File: src/rtl/decryption_demux_pkg.sv
// decryption_demux_pkg: channel encodings, FSM state type and byte-order constant shared by the demux files
package decryption_demux_pkg;
  typedef enum logic [1:0] {
    CH_CAESAR  = 2'd0,
    CH_SCYTALE = 2'd1,
    CH_ZIGZAG  = 2'd2,
    CH_INVALID = 2'd3
  } chan_e;
  typedef enum logic {
    IDLE = 1'b0,
    SEND = 1'b1
  } state_e;
  localparam logic [1:0] FIRST_BYTE = 2'd3;
endpackage

File: src/rtl/decryption_demux_if.sv
// decryption_demux_if: word handshake plus per-channel busy/data/valid and error strobe
// master drives select/data_i/valid_i/busy*_i; slave (the demux) drives ready_o/data*_o/valid*_o/err_o
interface decryption_demux_if #(
  parameter int MST_DWIDTH = 32,
  parameter int SYS_DWIDTH = 8
) ();
  logic [1:0]            select;
  logic [MST_DWIDTH-1:0] data_i;
  logic                  valid_i;
  logic                  ready_o;
  logic                  busy0_i;
  logic                  busy1_i;
  logic                  busy2_i;
  logic [SYS_DWIDTH-1:0] data0_o;
  logic [SYS_DWIDTH-1:0] data1_o;
  logic [SYS_DWIDTH-1:0] data2_o;
  logic                  valid0_o;
  logic                  valid1_o;
  logic                  valid2_o;
  logic                  err_o;
  modport master (
    output select, data_i, valid_i, busy0_i, busy1_i, busy2_i,
    input  ready_o, data0_o, data1_o, data2_o, valid0_o, valid1_o, valid2_o, err_o
  );
  modport slave (
    input  select, data_i, valid_i, busy0_i, busy1_i, busy2_i,
    output ready_o, data0_o, data1_o, data2_o, valid0_o, valid1_o, valid2_o, err_o
  );
endinterface

File: src/rtl/decryption_demux_word_serializer.sv
// word_serializer: holds the accepted word and its channel, walks a byte counter from 3 down to 0
// Ports: clk, rst_n (sync, active-low); load/word_i/chan_i capture a word; advance steps the counter;
// byte_o is the current byte (counter 3 = MSB byte), chan_o the latched channel, last_o flags byte 0.
module word_serializer
  import decryption_demux_pkg::*;
#(
  parameter int MST_DWIDTH = 32,
  parameter int SYS_DWIDTH = 8
) (
  input  logic                  clk,
  input  logic                  rst_n,
  input  logic                  load,
  input  logic [MST_DWIDTH-1:0] word_i,
  input  chan_e                 chan_i,
  input  logic                  advance,
  output logic [SYS_DWIDTH-1:0] byte_o,
  output chan_e                 chan_o,
  output logic                  last_o
);
  logic [3:0][SYS_DWIDTH-1:0] word_q;
  logic [1:0]                 cnt;
  always_ff @(posedge clk) begin
    if (!rst_n) begin
      word_q <= '0;
      cnt    <= 2'd0;
      chan_o <= CH_CAESAR;
    end else if (load) begin
      word_q <= word_i;
      cnt    <= FIRST_BYTE;
      chan_o <= chan_i;
    end else if (advance && !last_o) begin
      cnt <= cnt - 2'd1;
    end
  end
  assign byte_o = word_q[cnt];
  assign last_o = cnt == 2'd0;
endmodule

File: src/rtl/decryption_demux.sv
// decryption_demux: accepts a word, then streams its bytes MSB first to the selected decryption engine
// Ports: clk, rst_n (sync, active-low); bus (slave modport) carries select/data_i/valid_i/ready_o,
// busy0_i..busy2_i back-pressure, data0_o..data2_o with valid0_o..valid2_o, and err_o for select=3.
module decryption_demux
  import decryption_demux_pkg::*;
#(
  parameter int MST_DWIDTH = 32,
  parameter int SYS_DWIDTH = 8
) (
  input logic               clk,
  input logic               rst_n,
  decryption_demux_if.slave bus
);
  state_e                state, state_nxt;
  chan_e                 chan, sel_in;
  logic [SYS_DWIDTH-1:0] byte_cur;
  logic                  accept, bad, load, last, busy_cur, emit;
  assign sel_in = chan_e'(bus.select);
  assign accept = state == IDLE && bus.valid_i && bus.ready_o;
  assign bad    = accept && sel_in == CH_INVALID;
  assign load   = accept && !bad;
  // only the latched channel's engine can stall the stream
  assign busy_cur = chan == CH_CAESAR  ? bus.busy0_i :
                    chan == CH_SCYTALE ? bus.busy1_i :
                    chan == CH_ZIGZAG  ? bus.busy2_i : 1'b1;
  // the byte shown this cycle is consumed at the coming edge
  assign emit = state == SEND && !busy_cur;
  always_comb begin
    state_nxt = state;
    state_nxt = load ? SEND : (emit && last) ? IDLE : state;
  end
  always_ff @(posedge clk) begin
    if (!rst_n) begin
      state       <= IDLE;
      bus.ready_o <= 1'b1;
      bus.err_o   <= 1'b0;
    end else begin
      state       <= state_nxt;
      bus.ready_o <= state_nxt == IDLE;
      bus.err_o   <= bad;
    end
  end
  word_serializer #(
    .MST_DWIDTH(MST_DWIDTH),
    .SYS_DWIDTH(SYS_DWIDTH)
  ) u_ser (
    .clk    (clk),
    .rst_n  (rst_n),
    .load   (load),
    .word_i (bus.data_i),
    .chan_i (sel_in),
    .advance(emit),
    .byte_o (byte_cur),
    .chan_o (chan),
    .last_o (last)
  );
  assign bus.valid0_o = emit && chan == CH_CAESAR;
  assign bus.valid1_o = emit && chan == CH_SCYTALE;
  assign bus.valid2_o = emit && chan == CH_ZIGZAG;
  assign bus.data0_o  = bus.valid0_o ? byte_cur : '0;
  assign bus.data1_o  = bus.valid1_o ? byte_cur : '0;
  assign bus.data2_o  = bus.valid2_o ? byte_cur : '0;
endmodule
File: src/flat_wrapper.sv
// flat-port wrapper written by rule: the top's interface ports become plain ports
module decryption_demux_flat import decryption_demux_pkg::*;
#(
  parameter int MST_DWIDTH = 32,
  parameter int SYS_DWIDTH = 8
)
  (clk, rst_n, bus_select, bus_data_i, bus_valid_i, bus_busy0_i, bus_busy1_i, bus_busy2_i, bus_ready_o, bus_data0_o, bus_data1_o, bus_data2_o, bus_valid0_o, bus_valid1_o, bus_valid2_o, bus_err_o);
  decryption_demux_if #(.MST_DWIDTH(MST_DWIDTH), .SYS_DWIDTH(SYS_DWIDTH)) bus_i ();
  input logic clk;
  input logic rst_n;
  input wire logic [$bits(bus_i.select)-1:0] bus_select;
  input wire logic [$bits(bus_i.data_i)-1:0] bus_data_i;
  input wire logic [$bits(bus_i.valid_i)-1:0] bus_valid_i;
  input wire logic [$bits(bus_i.busy0_i)-1:0] bus_busy0_i;
  input wire logic [$bits(bus_i.busy1_i)-1:0] bus_busy1_i;
  input wire logic [$bits(bus_i.busy2_i)-1:0] bus_busy2_i;
  output wire logic [$bits(bus_i.ready_o)-1:0] bus_ready_o;
  output wire logic [$bits(bus_i.data0_o)-1:0] bus_data0_o;
  output wire logic [$bits(bus_i.data1_o)-1:0] bus_data1_o;
  output wire logic [$bits(bus_i.data2_o)-1:0] bus_data2_o;
  output wire logic [$bits(bus_i.valid0_o)-1:0] bus_valid0_o;
  output wire logic [$bits(bus_i.valid1_o)-1:0] bus_valid1_o;
  output wire logic [$bits(bus_i.valid2_o)-1:0] bus_valid2_o;
  output wire logic [$bits(bus_i.err_o)-1:0] bus_err_o;
  assign bus_i.select = bus_select;
  assign bus_i.data_i = bus_data_i;
  assign bus_i.valid_i = bus_valid_i;
  assign bus_i.busy0_i = bus_busy0_i;
  assign bus_i.busy1_i = bus_busy1_i;
  assign bus_i.busy2_i = bus_busy2_i;
  assign bus_ready_o = bus_i.ready_o;
  assign bus_data0_o = bus_i.data0_o;
  assign bus_data1_o = bus_i.data1_o;
  assign bus_data2_o = bus_i.data2_o;
  assign bus_valid0_o = bus_i.valid0_o;
  assign bus_valid1_o = bus_i.valid1_o;
  assign bus_valid2_o = bus_i.valid2_o;
  assign bus_err_o = bus_i.err_o;
  decryption_demux #(.MST_DWIDTH(MST_DWIDTH), .SYS_DWIDTH(SYS_DWIDTH)) u_core (.clk(clk), .rst_n(rst_n), .bus(bus_i));
endmodule
File: config.mk
export PLATFORM = sky130hd
export DESIGN_NAME = decryption_demux_flat
export DESIGN_NICKNAME = d
export VERILOG_FILES = /design/src/rtl/decryption_demux_pkg.sv /design/src/rtl/decryption_demux_if.sv /design/src/rtl/decryption_demux_word_serializer.sv /design/src/rtl/decryption_demux.sv /design/src/flat_wrapper.sv
export SDC_FILE = /design/constraint.sdc
export NUM_CORES = 1
export LEC_CHECK = 0
export CAP_MARGIN = 25
export CORE_MARGIN = 1.5
export CORE_UTILIZATION = 45
export CTS_BUF_LIST = sky130_fd_sc_hd__clkbuf_8
export DETAILED_ROUTE_END_ITERATION = 6
export HOLD_SLACK_MARGIN = 0.03
export PLACE_DENSITY = 0.83
export SYNTH_ARGS = -nofsm -noshare
export SYNTH_HDL_FRONTEND = slang
export SYNTH_SLANG_ARGS = --single-unit
File: constraint.sdc
create_clock -name clk -period 2.4 [get_ports clk]
set_clock_uncertainty 0.2 [all_clocks]
set_input_delay 0.48 -clock clk [delete_from_list [all_inputs] [get_ports clk]]
set_output_delay 0.48 -clock clk [all_outputs]
set_load 0.02 [all_outputs]
Word level (Yosys, flattened, before mapping)
Index checks and enable logic that the tools add are counted.
Widths: inputs -> output; s select.
- RAM bits: 0
- memories: 0
- bits of input ports: 40
- bits in latches: 0
- flip-flop bits (word level): 39
- word-level logic and storage cells: 44
- output and inout bits: 29
- bits in read-only memories: 0
- $mul: 0
- order comparisons: 1
- add/subtract/negate cells: 1
- div/mod/pow operators: 0
- reduce and logical (&&, ||, !) cells: 16
- bitwise logic cells: 2
- equality and inequality tests: 3
- shifts and indexed selects: 0
- muxes and demuxes: 12
- operators by type and width (operator ; count):
    $mux 8 ; 4
    $bmux 8 s2 ; 1
    $logic_and 1x1->1 ; 10
    $mux 1 ; 5
    $eq 2x2->1 const B ; 2
    $logic_not 2->1 ; 2
    $mux 2 ; 2
    $logic_not 1->1 ; 3
    $lt 2x3->1 const B ; 1
    $eq 2x1->1 const B ; 1
    $not 1->1 ; 2
    $reduce_bool 2->1 ; 1
    $sub 2x1->2 const B ; 1

Logic depth before layout (Yosys ltp)
- depth after elaboration: 10
- gate-level depth with buffers: 7
- depth with buffers taken out: 6

By module
Synthesis repeated with hierarchy kept, for this count alone.
- cell total of the unflattened synthesis: 175
- area, all modules: 1841.8 µm²
- by module, submodules not included (module ; cells an instance ; area each (µm²) ; instances ; seq. area each (µm²)):
    word_serializer ; 132 ; 1517.7 ; 1 ; 720.7
    decryption_demux ; 43 ; 324.1 ; 1 ; 60.1

Least setup slack after synthesis
OpenSTA, ideal clock, no wires.
- path kind: input -> output
- start point: input port bus_busy0_i
- end point: output port bus_data0_o[0]
- required time: 1.720 ns
- path slack: 0.255 ns
- stages: 2
- path buffers: 0
- data arrival time: 1.465 ns
- path through: nor4b_2 and2_1
- longest elaborated chain between the ends: 5
- RTL lines (what ; RTL line ; text):
    start, declared ; flat_wrapper.sv:14 ; input wire logic [$bits(bus_i.busy0_i)-1:0] bus_busy0_i;
    $mux 1 ; decryption_demux.sv:23 ; assign busy_cur = chan == CH_CAESAR ? bus.busy0_i :
    $logic_not 1->1 ; decryption_demux.sv:27 ; assign emit = state == SEND && !busy_cur;
    $logic_and 1x1->1 ; decryption_demux.sv:27 ;
    $logic_and 1x1->1 ; decryption_demux.sv:57 ; assign bus.valid0_o = emit && chan == CH_CAESAR;
    $mux 8 ; decryption_demux.sv:60 ; assign bus.data0_o = bus.valid0_o ? byte_cur : '0;
    end, declared ; flat_wrapper.sv:18 ; output wire logic [$bits(bus_i.data0_o)-1:0] bus_data0_o;
No other way between the ends.

Worst setup path in the final report
- start point: register u_core.u_ser.cnt[1]
- end point: output port bus_data1_o[2]
- longest elaborated chain between the ends: 3
- RTL lines (what ; RTL line ; text):
    start, declared ; decryption_demux_word_serializer.sv:21 ; logic [1:0] cnt;
    start signal, assigned ; decryption_demux_word_serializer.sv:32 ; cnt <= cnt - 2'd1;
    $bmux 8 s2 ; decryption_demux_word_serializer.sv:35 ; assign byte_o = word_q[cnt];
    $mux 8 (implied by the code) ; decryption_demux_word_serializer.sv:35 ;
    $mux 8 ; decryption_demux.sv:61 ; assign bus.data1_o = bus.valid1_o ? byte_cur : '0;
    end, declared ; flat_wrapper.sv:19 ; output wire logic [$bits(bus_i.data1_o)-1:0] bus_data1_o;
No other way between the ends. The select of a mux whose other input is x is not followed.

==> out/results.tsv <==
metric	value	unit
status	complete, no violations	
start_kind	flop	
dp_hpwl	3.190	mm
pwr-share-comb	21.6	%
top_usage_layer	met2	
port_buffers	68	
p_switching	0.0003920	W
use_met3	4.940	%
area_growth	45.89	%
syn_avg_cell_area	8.410	um^2
clkSinkCount	39	
wl_per_cell	12.53	um
postCtsHoldBufs	0	
start_util	47.63	%
first_pass_iters	4	
r2r-start	u_core.u_ser.chan_o[0]	
period_needed	2.388	ns
final_cell_mix	65 x nand2_1, 39 x clkdlybuf4s50_1, 36 x dfxtp_1, 32 x a21oi_1, 25 x and2_1	
cp_max_fo	4	
synth_top_area_share	43.79	%
drtIter0Drc	75	
p_clk_share	28.2	%
yosysWarnings	0	
grt_pass1_vias	1539	
cts_tree	done	
utilization	69.49	%
yosysTopAreaCell	dfxtp_1	
crit_type	flop to output pin	
grt-ovfl-total	0	
root_buffer	clkbuf_8	
slew_viol_final	0	
cap_viol_max_count	0	
setup_viol_count_final	0	
syn_inst	212	
seqPwrFrac	50.2	%
antenna_found_initial	0	
nNetsFinal	332	
hold_viol_final	0	
grt_first_pass_wirelength	6.762	mm
drc	0	
met1_usage	23.38	%
required	1.72	ns
min-delay-path-class	flop to flop	
cts_buffers	5	
dieWidth	65.95	um
ir_drop	433.2	uV
fmax	418.8	MHz
min_from	u_core.u_ser.word_q[23]	
netlist_area	1783	um^2
h-tree-depth	2	
grt_max_degree	37	
dieArea	4349	um^2
synth.yosys.seq_area_share	43.79	%
critPathArrivalTime	1.71	ns
max_slew.worst_pin.slew	0.3648	ns
final_common_cell	nand2_1	
clk_pin_slew	0.07	ns
p_int	0.001061	W
maxSlewHeadroom	75.68	%
clk_path_buf_depth	2	
fp.dieH	65.95	um
rsz0062_at_grt	true	
n_antenna_cell	0	
core_area	3744	um^2
crit_start	u_core.u_ser.cnt[1]	
vias_per_cell	4.988	
gr-usage-met2	36.49	%
p_sw_share	26.98	%
drive_gt1_share	20.55	%
synth.area.top_cells	dfxtp_1 44%, nand2_1 14%, mux4_2 10%	
track_usage	20.82	%
insertion_delay	0.29	ns
via_count	1696	
period_share	99.49	%
powerDensity	558.6	nW/um^2
p_leak	1.093	nW
ios	69	
gp_congestion	0.7798	
routed_wl	4.260	mm
ys_types	23	
holdWs	0.2546	ns
ant_nets	0	
endpoint_kind	output pin	
row_count	22	
syn_nets	253	
yosys_register_bits	39	
## per-layer routing
metal	routed length [um]	vias up
met5	0	-
met3	300	6
met1	1777	775
met4	87	0
met2	2095	54
li1	-	861
## final timing paths
path                        endpoint  cells past startpoint  slack (ns)
min reg2reg  u_core.u_ser.word_q[23]                      2        0.25
max reg2reg      u_core.u_ser.cnt[0]                      7        0.52
max                   bus_data1_o[2]                      4        0.01
min          u_core.u_ser.word_q[23]                      2        0.25
## cell families (layout without fill, tap and decap cells)
kind of cell	Yosys count	after routing	synth area share, %
multiplexers	9	9	10.67
AO/OA/AOI/OAI	38	38	12.21
flip-flops	39	39	43.79
AND/OR/NAND/NOR	108	108	28.63
buffers and inverters	17	97	4.000
adder cells (fa/ha/maj)	1	1	0.7016
## power by group through the flow
stage / registers [W] / logic (W) / clock network, W
after floorplan: 0.000732 / 0.000179 / 0
after global placement: 0.000737 / 0.000307 / 0
after detailed placement: 0.000741 / 0.000315 / 0
after CTS: 0.000728 / 0.000320 / 0.000418
after global routing: 0.000734 / 0.000346 / 0.000447
final: 0.000729 / 0.000314 / 0.000410
## flip-flops by register name, indices dropped and copies added (netlist names)
name                 flops
u_core.bus.err_o         1
u_core.bus.ready_o       1
u_core.state             1
u_core.u_ser.chan_o      2
u_core.u_ser.cnt         2
u_core.u_ser.word_q     32
## final cells by class
class,instances,area [um^2]
clock buffer,5,68.82
clock inverter,3,12.51
fill,339,1142
inverter,4,15.01
multi-input combinational,156,937.1
sequential,39,784.5
tap,48,60.06
timing repair buffer,85,723.2
## critical path: stages, from the launching register on
cell and delay (ns):
dfxtp_2 0.35, buf_6 0.12, mux4_2 0.51, and2_1 0.16, clkdlybuf4s15_1 0.28
## synth_stat cells
master and number:
nand3_1 2, mux4_2 8, nor3b_1 1, a22o_4 1, a211oi_1 2, nor3_1 4
nand2_1 65, buf_2 6, inv_1 3, a31o_2 1, nor4bb_1 2, nor2_1 6
dfxtp_1 39, a21oi_1 32, clkinv_1 1, a21oi_2 1, ha_1 1, nand3b_1 2
a21o_1 1, nor4b_2 1, and2_1 25, clkbuf_1 7, mux2i_1 1
## per-stage QoR
| stage | setup WS (ns) | instances | cell area (um^2) | total power [W] | TNS, ns |
|---|---|---|---|---|---|
| 2_1_floorplan | 0.2547 | 212 | 1783 | 0.0009102 | 0 |
| 3_5_place_dp | -0.3932 | 329 | 2572 | 0.001056 | -9.212 |
| 6_report | 0.01235 | 340 | 2601 | 0.001453 | 0 |
| 5_1_grt | -0.06195 | 340 | 2601 | 0.001526 | -0.2307 |
| 3_3_place_gp | -0.3598 | 329 | 2572 | 0.001044 | -8.837 |
| 4_1_cts | -0.02159 | 341 | 2649 | 0.001465 | -0.04492 |
## timing repair
action                                  4_1_cts  5_1_grt
gates resized for setup                      95        9
setup buffers                                 3        0
pin swaps                                     2        2
endpoints found under the setup margin       27       19
cloned                                        1        0
No activity file was read; power rests on OpenSTA's default activity.
